[src/rtl/store_pkg.sv]
// -----------------------------------------------------------------------------
// store_pkg
// Shared definitions for the store_ram block.
//   - state_e     : controller state (SWEEP clears the array, IDLE serves
//                   single-address Load/Clear requests)
//   - DEF_DATA_W  : default entry width
//   - DEF_ADDR_W  : default address width (DEPTH = 2**ADDR_W)
//   - is_nonzero  : helper used when tracking the nonzero-entry count
// -----------------------------------------------------------------------------
package store_pkg;

  localparam int DEF_DATA_W = 8;
  localparam int DEF_ADDR_W = 5;

  typedef enum logic {
    SWEEP = 1'b0,
    IDLE  = 1'b1
  } state_e;

  // Reduction-OR on a 32-bit view so one helper serves any DATA_W up to 32.
  function automatic logic is_nonzero(input logic [31:0] value);
    return |value;
  endfunction

endpackage

[src/rtl/store_mem.sv]
// -----------------------------------------------------------------------------
// store_mem
// DEPTH x DATA_W storage array with one synchronous write port and one
// asynchronous read port. The asynchronous read lets the controller see the
// old contents of an entry in the same cycle it overwrites it, which the
// nonzero counter and the write-first readback both rely on.
// Ports:
//   clk    in   rising-edge clock
//   we     in   write enable
//   waddr  in   write address
//   wdata  in   write data
//   raddr  in   read address
//   rdata  out  combinational read of mem[raddr]
// -----------------------------------------------------------------------------
module store_mem
  import store_pkg::*;
#(
  parameter int DATA_W = DEF_DATA_W,
  parameter int ADDR_W = DEF_ADDR_W
) (
  input  logic              clk,
  input  logic              we,
  input  logic [ADDR_W-1:0] waddr,
  input  logic [DATA_W-1:0] wdata,
  input  logic [ADDR_W-1:0] raddr,
  output logic [DATA_W-1:0] rdata
);

  localparam int DEPTH = 1 << ADDR_W;

  logic [DATA_W-1:0] mem_q [DEPTH];

  always_ff @(posedge clk) begin
    if (we) begin
      mem_q[waddr] <= wdata;
    end
  end

  assign rdata = mem_q[raddr];

endmodule

[src/rtl/store_ram.sv]
// -----------------------------------------------------------------------------
// store_ram
// Switch-loaded read/write store with per-address Load/Clear, a sequenced
// whole-array clear (ClearAll or Reset), a registered readback for the LED
// bank and a live count of nonzero entries.
// Ports:
//   CLK       in   single clock, rising edge
//   Reset     in   synchronous active-high reset; starts a clear sweep
//   A         in   address (switches)
//   D         in   write data (switches)
//   Load      in   write D to Store[A] (level-sampled)
//   Clear     in   write 0 to Store[A] (level-sampled, loses to Load)
//   ClearAll  in   start a whole-array clear sweep (wins over Load/Clear)
//   LED       out  registered Store[A], write-first
//   Ao        out  registered A, aligned with LED
//   Busy      out  sweep in progress; requests ignored
//   Count     out  number of nonzero entries, 0..DEPTH
// -----------------------------------------------------------------------------
module store_ram
  import store_pkg::*;
#(
  parameter int DATA_W = DEF_DATA_W,
  parameter int ADDR_W = DEF_ADDR_W
) (
  input  logic              CLK,
  input  logic              Reset,
  input  logic [ADDR_W-1:0] A,
  input  logic [DATA_W-1:0] D,
  input  logic              Load,
  input  logic              Clear,
  input  logic              ClearAll,
  output logic [DATA_W-1:0] LED,
  output logic [ADDR_W-1:0] Ao,
  output logic              Busy,
  output logic [ADDR_W:0]   Count
);

  localparam int                DEPTH    = 1 << ADDR_W;
  localparam logic [ADDR_W-1:0] LAST_PTR = ADDR_W'(DEPTH - 1);
  localparam logic [ADDR_W-1:0] PTR_ONE  = ADDR_W'(1);
  localparam logic [ADDR_W:0]   CNT_ONE  = (ADDR_W + 1)'(1);

  state_e            state_q, state_d;
  logic [ADDR_W-1:0] ptr_q,   ptr_d;
  logic [ADDR_W:0]   count_q, count_d;
  logic [DATA_W-1:0] led_q,   led_d;
  logic [ADDR_W-1:0] ao_q,    ao_d;

  logic              mem_we;
  logic [ADDR_W-1:0] mem_waddr;
  logic [DATA_W-1:0] mem_wdata;
  logic [DATA_W-1:0] mem_rdata;
  logic              old_nz;
  logic              new_nz;

  // The single read port always looks at A: it supplies the readback value
  // and the "old" value for the nonzero counter.
  store_mem #(
    .DATA_W (DATA_W),
    .ADDR_W (ADDR_W)
  ) u_mem (
    .clk   (CLK),
    .we    (mem_we),
    .waddr (mem_waddr),
    .wdata (mem_wdata),
    .raddr (A),
    .rdata (mem_rdata)
  );

  assign old_nz = is_nonzero(32'(mem_rdata));
  assign new_nz = is_nonzero(32'(mem_wdata));

  always_comb begin
    state_d   = state_q;
    ptr_d     = ptr_q;
    count_d   = count_q;
    led_d     = '0;
    ao_d      = A;
    mem_we    = 1'b0;
    mem_waddr = A;
    mem_wdata = '0;

    unique case (state_q)
      SWEEP: begin
        // One entry per cycle; the pointer wraps back to 0 after the last
        // entry, which is harmless because a new sweep reloads it anyway.
        mem_we    = ~Reset;
        mem_waddr = ptr_q;
        mem_wdata = '0;
        ptr_d     = ptr_q + PTR_ONE;
        if (ptr_q == LAST_PTR) begin
          state_d = IDLE;
        end
      end

      IDLE: begin
        led_d = mem_rdata;
        if (ClearAll) begin
          state_d = SWEEP;
          ptr_d   = '0;
          count_d = '0;
        end else if (Load || Clear) begin
          mem_we    = ~Reset;
          mem_waddr = A;
          mem_wdata = Load ? D : '0;
          // Write-first: the LED shows the value being written this cycle.
          led_d     = mem_wdata;
          // Only zero <-> nonzero transitions move the count, so it can
          // never leave 0..DEPTH.
          if (!old_nz && new_nz) begin
            count_d = count_q + CNT_ONE;
          end else if (old_nz && !new_nz) begin
            count_d = count_q - CNT_ONE;
          end
        end
      end

      default: begin
        state_d = SWEEP;
        ptr_d   = '0;
        count_d = '0;
      end
    endcase
  end

  always_ff @(posedge CLK) begin
    if (Reset) begin
      state_q <= SWEEP;
      ptr_q   <= '0;
      count_q <= '0;
      led_q   <= '0;
      ao_q    <= '0;
    end else begin
      state_q <= state_d;
      ptr_q   <= ptr_d;
      count_q <= count_d;
      led_q   <= led_d;
      ao_q    <= ao_d;
    end
  end

  assign LED   = led_q;
  assign Ao    = ao_q;
  assign Busy  = (state_q == SWEEP);
  assign Count = count_q;

endmodule

[config.mk]
export PLATFORM = sky130hd
export DESIGN_NAME = store_ram
export DESIGN_NICKNAME = d
export VERILOG_FILES = /design/src/rtl/store_pkg.sv /design/src/rtl/store_mem.sv /design/src/rtl/store_ram.sv
export SDC_FILE = /design/constraint.sdc
export NUM_CORES = 1
export LEC_CHECK = 0
export ABC_AREA = 1
export BUFFER_PORTS_ARGS = -buffer_cell sky130_fd_sc_hd__buf_2
export CORE_MARGIN = 2
export CORE_UTILIZATION = 61
export DETAILED_ROUTE_END_ITERATION = 7
export PLACE_DENSITY = 0.78
export SYNTH_ARGS = -nofsm -noshare
export SYNTH_HDL_FRONTEND = slang
export SYNTH_SLANG_ARGS = --single-unit
[constraint.sdc]
create_clock -name CLK -period 7 [get_ports CLK]
set_input_delay 1.4 -clock CLK [delete_from_list [all_inputs] [get_ports CLK]]
set_output_delay 1.4 -clock CLK [all_outputs]
set_load 0.02 [all_outputs]
==> impl_metrics.ini <==
[sta]
finalClockSkew_ns = 0.0112
relSlewSlack = 0.149
setup-violations-final = 0
period_needed_ns = 5.00
rsz0062_at_grt = no
period_share = 0.714
tns_ns = 0
hold_viol = 0
fmax_mhz = 200
final_max_slew_viol_count = 0
worst_pin_slew_ns = 1.28

[detailed_routing]
dr.pass1.iters = 6
vias = 8330
drt-initial-drc-count = 1109
wl_per_cell_um = 20.0
viasPerCell = 5.95
totalWireLength_um = 28000
postRouteAntennaNets = 0
drt_drc_violations_left = 0

[placement]
hpwl_um = 16100
gp_congestion = 0.921
place.port_buffers = 37

[layout]
antenna_cells = 0
drive_gt1_frac = 0.0939
fin_nets = 1146
syn2layout_area_growth_pct = 10.8

[clocking]
cts_hold_buf = 0
post_cts_buffers = 0
cts_tree = done
insertion_delay_ns = 0.53
h-tree-depth = 1
cts_resized = 0
clock_sinks = 281
cts_made_buffers = 27
clkSlewWorstSetupHoldPaths_ns = 0.07
clockBufferDepth = 3
clock-root-buffer = clkbuf_16

[synthesis]
synth_seq_cells = 281
yosys.area.top_type = edfxtp_1
synthCells = 1097
ys.flop_type = edfxtp_1
synth.most_common_cell = nand2_1
yosysSeqAreaShare = 0.696
async_reset_ff_frac = 0
avgSynthCellArea_um2 = 10.7
synth_area_leaders = edfxtp_1, nand2_1, nand3_1
synth_commonest_cells = nand2_1, edfxtp_1, nand3_1
synth_top_area_frac = 0.653
yosysWarnings = 0
synth-edff-count = 256
syn_nets = 1122
synth_cell_type_count = 25
syn_area_um2 = 11800

[die]
die_height_um = 143
die_w_um = 143
start_util = 0.625
die-area_um2 = 20400
coreArea_um2 = 18800
num_io_pins = 38
row_count = 50

[critical_path]
path_class = in2reg
arrival_ns = 5.47
cp-start-kind = primary input
critPathCaptureType = flop
crit_required_ns = 7.47
crit_fanout = 82

[grt]
grt_pass1_wl_um = 43400
overflow = 0
grt_max_degree = 83
antenna_found_initial = 0
grt_use_total = 0.282
grt_pass1_vias = 8029

[outcome]
status = finished clean

[power_and_ir_drop]
power.total_mw = 3.53
p_per_area_nw_per_um2 = 271
power.ir.vdd_worst_v = 0.000169
leakage_nw = 5.11

[hold_path]
hp-class = reg2reg

[flow_run]
drv_cap = 0
[power breakdown]
group / internal [mW] / total, mW / switching (mW)
clock network: 0.937 / 1.54 / 0.606
logic: 0.0445 / 0.173 / 0.129
registers: 1.81 / 1.82 / 0.00341
[path summary, 6_finish.rpt]
check        depth (start not counted)                    end             startpoint  slack (ns)
max reg2reg                         20  Count[5]$_SDFFE_PP0P_     state_q$_SDFF_PP0_        2.80
min reg2reg                          2  ptr_q[4]$_SDFFE_PP0P_  ptr_q[4]$_SDFFE_PP0P_        0.48
min                                  2  ptr_q[4]$_SDFFE_PP0P_  ptr_q[4]$_SDFFE_PP0P_        0.48
max                                 27  Count[5]$_SDFFE_PP0P_                   A[0]        2.00
[through the flow]
step	hold slack [ns]	util	setup WS, ns	instances	instance area (µm²)
floorplan	0.448	-	2.55	1097	11800
detailed placement	0.478	0.643	1.65	1352	12100
finish	0.483	0.693	2.00	1400	13000
global route	0.511	0.693	1.58	1400	13000
CTS	0.487	0.693	2.08	1400	13000
global placement	0.471	0.643	1.77	1352	12100
[layer usage]
metal | global-route usage | wire length [µm]
met3 | 0.0453 | 3000
met4 | 0.137 | 1210
met1 | 0.377 | 10400
met2 | 0.454 | 13400
met5 | 0 | 0
[cell usage in the layout (no fill, tap or decap), types with 2 or more instances in the layout]
master / n
bufinv_16: 6
a21oi_1: 20
nand3_2: 2
nand2_1: 390
a31oi_1: 2
buf_2: 36
nor2_2: 8
edfxtp_1: 256
clkbuf_1: 3
clkbuf_16: 27
nor4_1: 2
nand3_1: 226
clkinvlp_4: 2
inv_1: 30
nor2_1: 57
dfxtp_1: 25
o21ai_0: 6
clkinv_2: 7
ha_1: 6
clkinv_1: 5
buf_4: 15
[critical path, cell delays in order]
cell      delay, ns
buf_4          0.51
clkinv_2       0.15
buf_4          0.39
nand2_1        0.15
nand3_1        0.12
nand3_1        0.14
nand2_1        0.08
nand2_1        0.10
nand3_1        0.16
nand2_1        0.11
nand2_1        0.06
nor2_1         0.15
nand3_2        0.24
ha_1           0.42
nand2_1        0.10
nand2_1        0.05
a31oi_1        0.20
nor2_1         0.08
nor2_1         0.09
o21bai_1       0.09
xor2_1         0.19
inv_1          0.07
nand2_1        0.07
nand2_1        0.05
inv_1          0.05
nand2_1        0.04
a21oi_1        0.13
[cell families (layout without fill, tap and decap cells)]
family | after synthesis | in the layout | share of synthesized area
flip-flops | 281 | 281 | 0.696
buffers and inverters | 91 | 134 | 0.0375
AO/OA/AOI/OAI | 31 | 31 | 0.0137
AND/OR/NAND/NOR | 686 | 686 | 0.244
adder cells (fa/ha/maj) | 7 | 7 | 0.00808
XOR/XNOR | 1 | 1 | 0.000744
[sequential cells by signal, summed over array words and instances (netlist names)]
signal,flops
Ao,5
Count,6
LED,8
ptr_q,5
state_q,1
u_mem.mem_q,256
[area by class of cell]
class	count	area [µm²]
tap	260	325
clock buffer	31	701
clock inverter	17	241
multi-input combinational	725	3160
sequential	281	8190
inverter	35	133
fill	1334	5790
timing repair buffer	51	293
Power figures use the tool's default switching activity.
